**src/rtl/parity_frame_receiver.sv**
```systemverilog
// ----------------------------------------------------------------------------
// parity_frame_receiver
//   Receives 7-bit serial frames, one bit per clk cycle:
//     start(0), D0, D1, D2, D3, parity, stop(1)
//   For each frame it reports the 4-bit data word, a parity error flag and a
//   framing (stop-bit) error flag. A frame may start in the cycle right after
//   the previous stop bit. A low stop bit parks the FSM in WAIT_IDLE until the
//   line returns high, so that low level is never taken as a new start bit.
//
// Parameters
//   ODD_PARITY : 0 = even parity (parity bit = XOR of data),
//                1 = odd parity  (parity bit = XNOR of data)
//
// Optional feature (macro PARITY_ERR_COUNT_EN)
//   Adds err_cnt[7:0]. It counts frames reported with perr|ferr, saturates at
//   8'hFF and is cleared only by rst. Without the macro there is no port and
//   no counter.
//
// Ports
//   clk     in   clock; all state updates on its rising edge
//   rst     in   synchronous active-high reset
//   sin     in   serial line, idle level 1
//   dout    out  [3:0] last received data word, D0 in bit 0
//   dvalid  out  one-cycle pulse for a completed frame
//   perr    out  parity error of the last frame (qualified by dvalid)
//   ferr    out  framing error of the last frame (qualified by dvalid)
//   busy    out  high whenever the FSM is not in IDLE
//   err_cnt out  [7:0] saturating error counter (PARITY_ERR_COUNT_EN only)
// ----------------------------------------------------------------------------
module parity_frame_receiver #(
    parameter int ODD_PARITY = 0
) (
    input  logic       clk,
    input  logic       rst,
    input  logic       sin,
    output logic [3:0] dout,
    output logic       dvalid,
    output logic       perr,
    output logic       ferr,
    output logic       busy
`ifdef PARITY_ERR_COUNT_EN
    ,
    output logic [7:0] err_cnt
`endif
);

    localparam logic L_ODD = (ODD_PARITY != 0);

    typedef enum logic [2:0] {
        S_IDLE,
        S_DATA,
        S_PARITY,
        S_STOP,
        S_WAIT_IDLE
    } state_t;

    state_t     r_state;
    logic [1:0] r_idx;
    logic [3:0] r_cap;
    logic       r_perr_pend;  // parity result held across the STOP cycle
    logic [3:0] r_dout;
    logic       r_dvalid;
    logic       r_perr;
    logic       r_ferr;
    logic       r_busy;
`ifdef PARITY_ERR_COUNT_EN
    logic [7:0] r_err_cnt;
`endif

    always_ff @(posedge clk) begin
        if (rst) begin
            r_state     <= S_IDLE;
            r_idx       <= 2'd0;
            r_cap       <= 4'h0;
            r_perr_pend <= 1'b0;
            r_dout      <= 4'h0;
            r_dvalid    <= 1'b0;
            r_perr      <= 1'b0;
            r_ferr      <= 1'b0;
            r_busy      <= 1'b0;
`ifdef PARITY_ERR_COUNT_EN
            r_err_cnt   <= 8'h00;
`endif
        end else begin
            r_dvalid <= 1'b0;
            case (r_state)
                S_IDLE: begin
                    if (!sin) begin
                        r_state <= S_DATA;
                        r_idx   <= 2'd0;
                        r_busy  <= 1'b1;
                    end
                end
                S_DATA: begin
                    r_cap[r_idx] <= sin;
                    r_idx        <= r_idx + 2'd1;
                    if (r_idx == 2'd3) r_state <= S_PARITY;
                end
                S_PARITY: begin
                    // Nonzero when the received parity bit disagrees with the data.
                    r_perr_pend <= (^r_cap) ^ sin ^ L_ODD;
                    r_state     <= S_STOP;
                end
                S_STOP: begin
                    r_dout   <= r_cap;
                    r_perr   <= r_perr_pend;
                    r_ferr   <= ~sin;
                    r_dvalid <= 1'b1;
`ifdef PARITY_ERR_COUNT_EN
                    // Updated together with dvalid so the count is current while it is high.
                    if ((r_perr_pend | ~sin) && (r_err_cnt != 8'hFF))
                        r_err_cnt <= r_err_cnt + 8'd1;
`endif
                    // A low stop bit must not double as the next start bit.
                    r_state <= sin ? S_IDLE : S_WAIT_IDLE;
                    r_busy  <= ~sin;
                end
                S_WAIT_IDLE: begin
                    if (sin) begin
                        r_state <= S_IDLE;
                        r_busy  <= 1'b0;
                    end
                end
                default: begin
                    r_state <= S_IDLE;
                    r_busy  <= 1'b0;
                end
            endcase
        end
    end

    assign dout   = r_dout;
    assign dvalid = r_dvalid;
    assign perr   = r_perr;
    assign ferr   = r_ferr;
    assign busy   = r_busy;
`ifdef PARITY_ERR_COUNT_EN
    assign err_cnt = r_err_cnt;
`endif

endmodule

```
**config.mk**
```make
export PLATFORM = sky130hd
export DESIGN_NAME = parity_frame_receiver
export DESIGN_NICKNAME = d
export VERILOG_FILES = /design/src/rtl/parity_frame_receiver.sv
export SDC_FILE = /design/constraint.sdc
export NUM_CORES = 1
export LEC_CHECK = 0
export CAP_MARGIN = 10
export CORE_UTILIZATION = 45
export DETAILED_ROUTE_END_ITERATION = 10
export PLACE_DENSITY = 0.72
export SLEW_MARGIN = 20
export SYNTH_ARGS = -nofsm -noshare
export SYNTH_HDL_FRONTEND = slang
export SYNTH_SLANG_ARGS = --single-unit
```
**constraint.sdc**
```tcl
create_clock -name clk -period 2.61 [get_ports clk]
set_input_delay 0.783 -clock clk [delete_from_list [all_inputs] [get_ports clk]]
set_output_delay 0.783 -clock clk [all_outputs]
set_load 0.01 [all_outputs]
```
==> run_results.csv <==
group,metric,value,unit
clock_network,clock_latency,0.29,ns
clock_network,cts.sinks,18,
floorplanning,die_w,45.32,um
power_and_ir_drop,power.density,526.1,nW/um^2
timing,layout_min_cycle_time,1.989,ns
worst_setup_path,cp_max_fo,3,
worst_setup_path,cp.arrival,1.21,ns
grt,grt_pass1_vias,533,
worst_setup_path,crit_path_start_kind,"flop",
timing,whs,0.4586,ns
detailed_routing,vias,642,
worst_setup_path,crit_type,"flop to output port",
clock_network,clock_path_buffers,2,
grt,gr-total-overflow,0,
floorplanning,row_count,15,
placement,hpwl,982.7,um
clock_network,cts_inserted_buffers,3,
timing,fin_setup_tns,0,ns
timing,setup_viol,0,
synthesis,syn-mean-instance-area,8.618,um^2
floorplanning,die-area,2054,um^2
worst_setup_path,worstPathRequired,1.83,ns
worst_setup_path,cpPeakStageDelay,0.55,ns
worst_setup_path,cp_cell_sequence,"clkdlybuf4s50_1",
cells_and_area,drive_gt1_share,6.542,%
grt,grt_pass1_wl,2.373,mm
grt,antenna_found_initial,0,
clock_network,holdBufCountCts,0,
synthesis,ys_ff_latch,18,
floorplanning,start_util,48.39,%
synthesis,synth_warnings,0,
detailed_routing,drt_iter0_markers,11,
detailed_routing,antenna_left,0,
clock_network,root_buffer,"clkbuf_4",
power_and_ir_drop,p_leak,0.3346,nW
worst_setup_path,cp_top_family,"buffers and inverters",
power_and_ir_drop,p_total,0.0005088,W
clock_network,cts_tree,"done",
timing,fmax,0.5028,GHz
timing,worst_clock_skew,0.002879,ns
clock_network,clk_pin_slew_worst_paths,0.10,ns
cells_and_area,diodes,0,
detailed_routing,drtPass1Iterations,4,
timing,fin_crit_sh,76.21,%
detailed_routing,drc,0,
floorplanning,core,1745,um^2
floorplanning,io_pins,11,
synthesis,syn_inst,98,
placement,io_buffers,10,
timing,worst_pin_slew,0.6193,ns
worst_setup_path,cp-end-kind,"output port",
timing,slew_violations,0,
detailed_routing,avgViaCountPerCell,4.864,
timing,max-slew-margin-rel,58.58,%
power_and_ir_drop,ir_worst_vdd,0.3331,mV
worst_setup_path,cp_slowest_cell,"clkdlybuf4s50_1",
min_path,hp-class,"flop to flop",
timing,hold_violations,0,
clock_network,cts-resized-gates,0,
detailed_routing,finalWirelength,1.378,mm
flow_run,cap_violations,0,
clock_network,h-tree-depth,1,
synthesis,syn_area,844.6,um^2
floorplanning,die_h,45.32,um
cells_and_area,nets,115,
synthesis,ys_seq_area_share,42.67,%
cells_and_area,area_growth,14.52,%
status,status,"finished clean",
detailed_routing,wire_per_inst,10.44,um
grt,grt_max_degree,19,
clock_network,postCtsSetupRepairBufs,0,
placement,gp_congestion,0.7811,
synthesis,syn_nets,105,
worst_setup_path,cp_num_buf_inv,1,
grt,grtUsageTotal,16.57,%
synthesis,ys_types,25,
timing,rsz0062_at_grt,"false",
==> cell families (layout without fill, tap and decap cells) <==
logic type               after synthesis  count (layout)  share of synthesized area [%]
AO/OA/AOI/OAI                         19              19                          13.63
flip-flops                            18              18                          42.67
XOR/XNOR                               3               3                          4.741
AND/OR/NAND/NOR                       40              40                          21.78
multiplexers                           1               1                          1.185
adder cells (fa/ha/maj)                5               5                          7.111
buffers and inverters                 12              21                          8.887
==> layout by cell type, fill, tap and decap left out, types with 2 or more instances in the layout <==
cell type and count:
clkdlybuf4s50_1 10, nor3_1 3, a21oi_1 11, nor2_1 7
dfxtp_1 18, nand3_1 6, clkbuf_4 3, a211oi_1 2
a22oi_1 2, inv_1 6, ha_1 4, nand2_1 22
==> metrics by stage <==
step           util [%]  worst slack [ns]  cells  instance area [um^2]
6_report          55.41            0.6210    132                 967.2
5_1_grt           55.41            0.5665    132                 967.2
4_1_cts           55.41            0.6096    132                 967.2
3_5_place_dp      53.33            0.5755    128                 930.9
3_3_place_gp      53.33            0.6044    128                 930.9
2_1_floorplan         -             1.053     98                 844.6
==> tightest hold or removal path, cell delays in order, from the launching register on <==
cell and delay, ns:
dfxtp_1 0.32, nand2_1 0.05, a21oi_1 0.05
==> state kept, by name, summed over array words and instances (netlist names) <==
register and cells:
busy 1, dout 4, dvalid 1, ferr 1, perr 1, r_cap 4, r_idx 2, r_perr_pend 1
r_state 3
==> where the power goes <==
group          switching (W)  internal, W
combinational      0.0000246    0.0000247
sequential        0.00000743     0.000281
clock              0.0000863    0.0000849
==> layout make-up <==
cell class                 instances  area [um^2]
inverter                           6        22.52
multi-input combinational         68        409.1
clock buffer                       4        36.28
tap                               25        31.28
fill                             175        778.2
sequential                        18        360.3
timing repair buffer              11        107.6
==> cell usage after synthesis (all sizes together) <==
cell type | n | area [um^2]
xnor3 | 1 | 22.52
mux2i | 1 | 10.01
a21oi | 11 | 55.05
nor2 | 8 | 37.54
o2bb2ai | 1 | 8.760
buf | 5 | 38.78
ha | 4 | 50.05
o211ai | 1 | 7.510
o31a | 1 | 8.760
nor3b | 1 | 18.77
maj3 | 1 | 10.01
dfxtp | 18 | 360.4
inv | 6 | 22.52
xor2 | 1 | 8.760
a22oi | 2 | 15.01
o21ai | 1 | 5.000
nor3 | 3 | 15.01
nand2 | 22 | 82.58
nand3 | 6 | 30.03
a211oi | 2 | 15.01
clkbuf | 1 | 13.76
xnor2 | 1 | 8.760
==> per-layer routing <==
layer / GRT usage (%) / up-vias / wire length, um
li1: - / 340 / -
met1: 21.92 / 288 / 696
met2: 24.06 / 12 / 626
met3: 3.600 / 2 / 40
met4: 10.91 / 0 / 15
met5: 0 / - / 0
==> path summary, 6_finish.rpt <==
kind / startpoint / endpoint / slack [ns] / depth (start not counted)
max: busy / busy / 0.62 / 1
min: perr / perr / 0.46 / 2
max reg2reg: r_state[2] / busy / 1.20 / 4
min reg2reg: perr / perr / 0.46 / 2
Note: power is estimated with default switching activity, not from simulation.
